`config.mk`:
```
export PLATFORM = sky130hd
export DESIGN_NAME = nexus_micro_dequeue
export DESIGN_NICKNAME = d
export VERILOG_FILES = /design/src/rtl/nexus_micro_dequeue.sv
export SDC_FILE = /design/constraint.sdc
export NUM_CORES = 1
export LEC_CHECK = 0
export CORE_MARGIN = 8
export CORE_UTILIZATION = 54
export CTS_BUF_LIST = sky130_fd_sc_hd__clkbuf_8
export DETAILED_ROUTE_END_ITERATION = 12
export HOLD_SLACK_MARGIN = 0.1
export PLACE_DENSITY = 0.95
export SYNTH_ARGS = -nofsm -noshare
export SYNTH_HDL_FRONTEND = slang
export SYNTH_SLANG_ARGS = --single-unit
```
`constraint.sdc`:
```
create_clock -name i_clk -period 13.2 [get_ports i_clk]
set_input_delay 2.64 -clock i_clk [delete_from_list [all_inputs] [get_ports i_clk]]
set_output_delay 2.64 -clock i_clk [all_outputs]
set_load 0.03 [all_outputs]
```
`src/rtl/nexus_micro_dequeue.sv`:
```
// Egress engine for the micro sort-and-shift PIFO: pops eligible head entries
// into a 2-entry skid FIFO feeding a valid/ready stream, with discard-all flush.
module nexus_micro_dequeue #(
  parameter int PTW = 16,
  parameter int MTW = 32
) (
  input  logic               i_clk,
  input  logic               i_arst_n,
  input  logic               i_en,
  input  logic               i_gate_en,
  input  logic [PTW-1:0]     i_now,
  input  logic               i_flush,
  input  logic [MTW+PTW-1:0] i_sorter_data,
  input  logic               i_sorter_empty,
  input  logic               i_sorter_push,
  output logic               o_sorter_pop,
  output logic               o_valid,
  output logic [MTW+PTW-1:0] o_data,
  input  logic               i_ready,
  output logic               o_hol_stall,
  output logic               o_flush_done,
  output logic [31:0]        o_deq_cnt
);

  localparam int EW = MTW + PTW;

  typedef enum logic [1:0] {
    ST_IDLE  = 2'd0,
    ST_RUN   = 2'd1,
    ST_FLUSH = 2'd2
  } state_t;

  // Serial-number compare: rank is due once now has reached it, modulo wrap.
  function automatic logic is_eligible(input logic gate,
                                       input logic [PTW-1:0] now,
                                       input logic [PTW-1:0] rank);
    logic [PTW-1:0] diff;
    diff = now - rank;
    return !gate || !diff[PTW-1];
  endfunction

  state_t          state_q, state_d;
  logic [1:0]      cnt_q, cnt_d;
  logic [EW-1:0]   slot0_q, slot0_d;
  logic [EW-1:0]   slot1_q, slot1_d;
  logic            flush_done_q, flush_done_d;
  logic [31:0]     deq_cnt_q, deq_cnt_d;

  logic            head_elig;
  logic            fifo_rd;
  logic            fifo_wr;
  logic            has_space;
  logic            pop;

  assign head_elig = is_eligible(i_gate_en, i_now, i_sorter_data[PTW-1:0]);
  assign o_valid   = (state_q != ST_FLUSH) && (cnt_q != 2'd0);
  assign o_data    = o_valid ? slot0_q : '0;
  assign fifo_rd   = o_valid & i_ready;
  assign has_space = (cnt_q != 2'd2) || fifo_rd;

  // Pop is suppressed under reset and whenever the sorter is taking a push.
  always_comb begin
    pop = 1'b0;
    if (i_arst_n && !i_sorter_empty && !i_sorter_push) begin
      case (state_q)
        ST_RUN:   pop = head_elig && has_space;
        ST_FLUSH: pop = 1'b1;
        default:  pop = 1'b0;
      endcase
    end
  end

  assign fifo_wr      = pop && (state_q == ST_RUN);
  assign o_sorter_pop = pop;
  assign o_hol_stall  = (state_q == ST_RUN) && !i_sorter_empty && !head_elig;
  assign o_flush_done = flush_done_q;
  assign o_deq_cnt    = deq_cnt_q;

  always_comb begin
    slot0_d = slot0_q;
    slot1_d = slot1_q;
    cnt_d   = cnt_q;
    case ({fifo_wr, fifo_rd})
      2'b10: begin
        if (cnt_q == 2'd0) slot0_d = i_sorter_data;
        else               slot1_d = i_sorter_data;
        cnt_d = cnt_q + 2'd1;
      end
      2'b01: begin
        slot0_d = slot1_q;
        cnt_d   = cnt_q - 2'd1;
      end
      2'b11: begin
        if (cnt_q == 2'd1) begin
          slot0_d = i_sorter_data;
        end else begin
          slot0_d = slot1_q;
          slot1_d = i_sorter_data;
        end
      end
      default: ;
    endcase
    if (i_flush) cnt_d = 2'd0;
  end

  always_comb begin
    state_d      = state_q;
    flush_done_d = 1'b0;
    deq_cnt_d    = deq_cnt_q + (fifo_rd ? 32'd1 : 32'd0);
    if (i_flush) begin
      state_d = ST_FLUSH;
    end else begin
      case (state_q)
        ST_IDLE: if (i_en)  state_d = ST_RUN;
        ST_RUN:  if (!i_en) state_d = ST_IDLE;
        ST_FLUSH: begin
          if (i_sorter_empty) begin
            flush_done_d = 1'b1;
            state_d      = i_en ? ST_RUN : ST_IDLE;
          end
        end
        default: state_d = ST_IDLE;
      endcase
    end
  end

  always_ff @(posedge i_clk) begin
    if (!i_arst_n) begin
      state_q      <= ST_IDLE;
      cnt_q        <= 2'd0;
      flush_done_q <= 1'b0;
      deq_cnt_q    <= 32'd0;
    end else begin
      state_q      <= state_d;
      cnt_q        <= cnt_d;
      flush_done_q <= flush_done_d;
      deq_cnt_q    <= deq_cnt_d;
    end
  end

  always_ff @(posedge i_clk) begin
    slot0_q <= slot0_d;
    slot1_q <= slot1_d;
  end

endmodule

```
==> flow_summary.json <==
{
  "wl_met1_um": 6249,
  "leakagePower_uw": 0.003027,
  "first_pass_iters": 5,
  "rows": 38,
  "cp.required_ns": 10.56,
  "final_common_cell": "clkdlybuf4s50_1",
  "final_util_pct": 74.49,
  "critPathKind": "in -> out",
  "grt_pass1_vias": 4580,
  "top_layer_used": "met4",
  "wl_met3_um": 1733,
  "gp_congestion": 0.8433,
  "finalCriticalPeriod_ns": 8.093,
  "r2r_end": "slot0_q[38]",
  "power_density_nw_per_um2": 104.8,
  "ir_worst_vdd_mv": 0.08741,
  "syn-cell-area_um2": 5984,
  "portBuffers": 155,
  "maxSlewViolCount": 0,
  "fin_tns_setup_ns": 0,
  "hold_end": "slot0_q[26]",
  "hold_buffers": 0,
  "clock_skew_ns": 0.01485,
  "cp.arrival_ns": 5.45,
  "rsz0062_at_grt": "no",
  "critPathCaptureType": "output pin",
  "drc": 0,
  "worst-path-max-fanout": 3,
  "ys_types": 37,
  "yosysTopAreaCell": "edfxtp_1",
  "p_int_uw": 650.4,
  "slew-limit-headroom_pct": 25.71,
  "via_count": 4481,
  "clock_sinks": 133,
  "cts-buffers-inserted": 17,
  "cts.path.max_buffers": 2,
  "die-area_um2": 14710,
  "initialDrtViolationCount": 365,
  "ant_nets": 0,
  "setup_viol": 0,
  "start_util_pct": 55.21,
  "clkPwrFrac_pct": 39.8,
  "cts.repair.resized": 0,
  "hpwl_um": 10990,
  "worstMarginPinSlew_ns": 1.112,
  "h-tree-depth": 4,
  "layout.nets": 730,
  "coreArea_um2": 10840,
  "io_pins": 156,
  "track_usage_pct": 21.97,
  "drive_gt1_share_pct": 6.966,
  "grt_pass1_wl_um": 24770,
  "pwr-share-seq_pct": 53.1,
  "whs_path_depth": 1,
  "yosys-top-cells-area": "edfxtp_1, dfxtp_1, and2_1, a22o_1, ha_1",
  "clock_latency_ns": 0.43,
  "hp-start": "slot1_q[26]",
  "syn_inst": 475,
  "hold_path_class": "reg -> reg",
  "hold_violations": 0,
  "wl_met2_um": 7984,
  "drv_cap": 0,
  "ys_warn_count": 0,
  "hold_slack_ns": 0.5287,
  "wl_per_cell_um": 20.68,
  "num-fill-cells": 637,
  "clkTransAtPathRegs_ns": 0.08,
  "period_share_pct": 61.31,
  "reg2reg_depth": 13,
  "max_freq_ghz": 0.1236,
  "ys_seq_area_share_pct": 60.55,
  "n_antenna_cell": 0,
  "p_comb_share_pct": 7.0,
  "routed_via_density": 5.701,
  "start_kind": "primary input",
  "grt_max_degree": 51,
  "die_x_um": 121.3,
  "synthDominantCellAreaShare_pct": 48.17,
  "wirelength_um": 16250,
  "r2r_setup_slack_ns": 9.25,
  "switching_share_pct": 23.12,
  "cts_setup_buffers": 0,
  "gr-total-overflow": 0,
  "status": "completed",
  "antenna_found_initial": 0,
  "syn_area_per_cell_um2": 12.60,
  "root_buffer": "clkbuf_8",
  "syn_to_final_growth_pct": 34.94,
  "mostFrequentLayoutCells": "clkdlybuf4s50_1, edfxtp_1, and2_1",
  "synth_seq_cells": 133,
  "cts_tree": "done",
  "syn_nets": 572,
  "die_y_um": 121.3,
  "p_sw_uw": 195.6,
  "r2r_start": "state_q[0]"
}
-- Yosys cell counts (all sizes together) --
library cell and instances:
nand2 19, nand4 6, buf 5, edfxtp 96, o21a 1, or4 1, and3 13, or2 1
clkbuf 14, mux2i 1, dfxtp 37, a21oi 11, and2 80, nand3b 1, a22o 48, nand2b 3
nor3b 2, o311ai 1, nand3 17, o21ai 10, and4 3, inv 23, ha 25, a21boi 1
nor2b 2, a211oi 5, nor4 2, xor2 14, o211a 1, nor2 11, or3 1, o31ai 1
xnor2 19
-- per-stage QoR --
stage,cells,setup WS (ns),cell area (µm²),total power [µW]
detailed placement,754,5.163,7689,516.1
CTS,786,5.102,8075,849.0
global placement,754,5.279,7689,512.0
global route,786,4.891,8075,872.5
floorplan,475,5.102,5984,482.4
finish,786,5.107,8075,846.0
-- cell families after synthesis --
| logic type | Yosys count | share of synthesized area, % |
|---|---|---|
| muxes | 1 | 0.1673 |
| buffers and inverters | 42 | 2.781 |
| AOI/OAI and AO/OA | 79 | 10.10 |
| and+or+nand+nor | 162 | 16.35 |
| xor gates and xnor gates | 33 | 4.830 |
| DFF | 133 | 60.55 |
| adders and majority gates | 25 | 5.227 |
-- sequential cells by signal (all words and copies together), names as in the netlist --
signal,count
o_flush_done,1
state_q,2
o_deq_cnt,32
slot0_q,48
cnt_q,2
slot1_q,48
-- layer usage --
layer | vias to the layer above | track usage (%)
met3 | 26 | 9.632
met2 | 256 | 37.93
met5 | - | 0
met4 | 0 | 6.245
li1 | 2035 | -
met1 | 2164 | 24.04
-- worst max-delay path: stages --
cell and delay (ns):
clkdlybuf4s50_1 0.58, inv_1 0.07, ha_1 0.32, a21oi_1 0.20, o21ai_0 0.16, a211oi_1 0.25
o31ai_1 0.12, xor2_1 0.16, nor3b_1 0.22, clkdlybuf4s50_1 0.74
-- how the worst max path moves through the flow --
stage	slack, ns	to	startpoint	cells after the start
global placement	5.28	o_sorter_pop	i_sorter_data[2]	10
detailed placement	5.16	o_hol_stall	i_sorter_data[12]	10
CTS	5.10	o_hol_stall	i_sorter_data[12]	10
floorplan	5.10	slot0_q[0]	i_sorter_data[6]	10
finish	5.11	o_hol_stall	i_sorter_data[12]	10
global route	4.89	o_hol_stall	i_sorter_data[12]	10
-- power by group through the flow --
stage                     Clock [µW]  Sequential (µW)  Combinational [µW]
after CTS                        341              449                59.1
final                            337              449                59.6
after global routing             359              449                64.2
after floorplan                    0              459                23.3
after global placement             0              459                53.2
after detailed placement           0              459                57.2
-- area by class of cell --
type	count	area, µm²	share of cell area [%]
clock buffers	17	234.0	2.897
repair buffers	158	1574	19.49
well taps	140	175.2	2.169
flip-flops and latches	133	3623	44.87
multi-input cells	300	2230	27.61
inverters	23	86.33	1.069
clock inverters	15	152.6	1.890
Note: power is estimated with default switching activity, not from simulation.
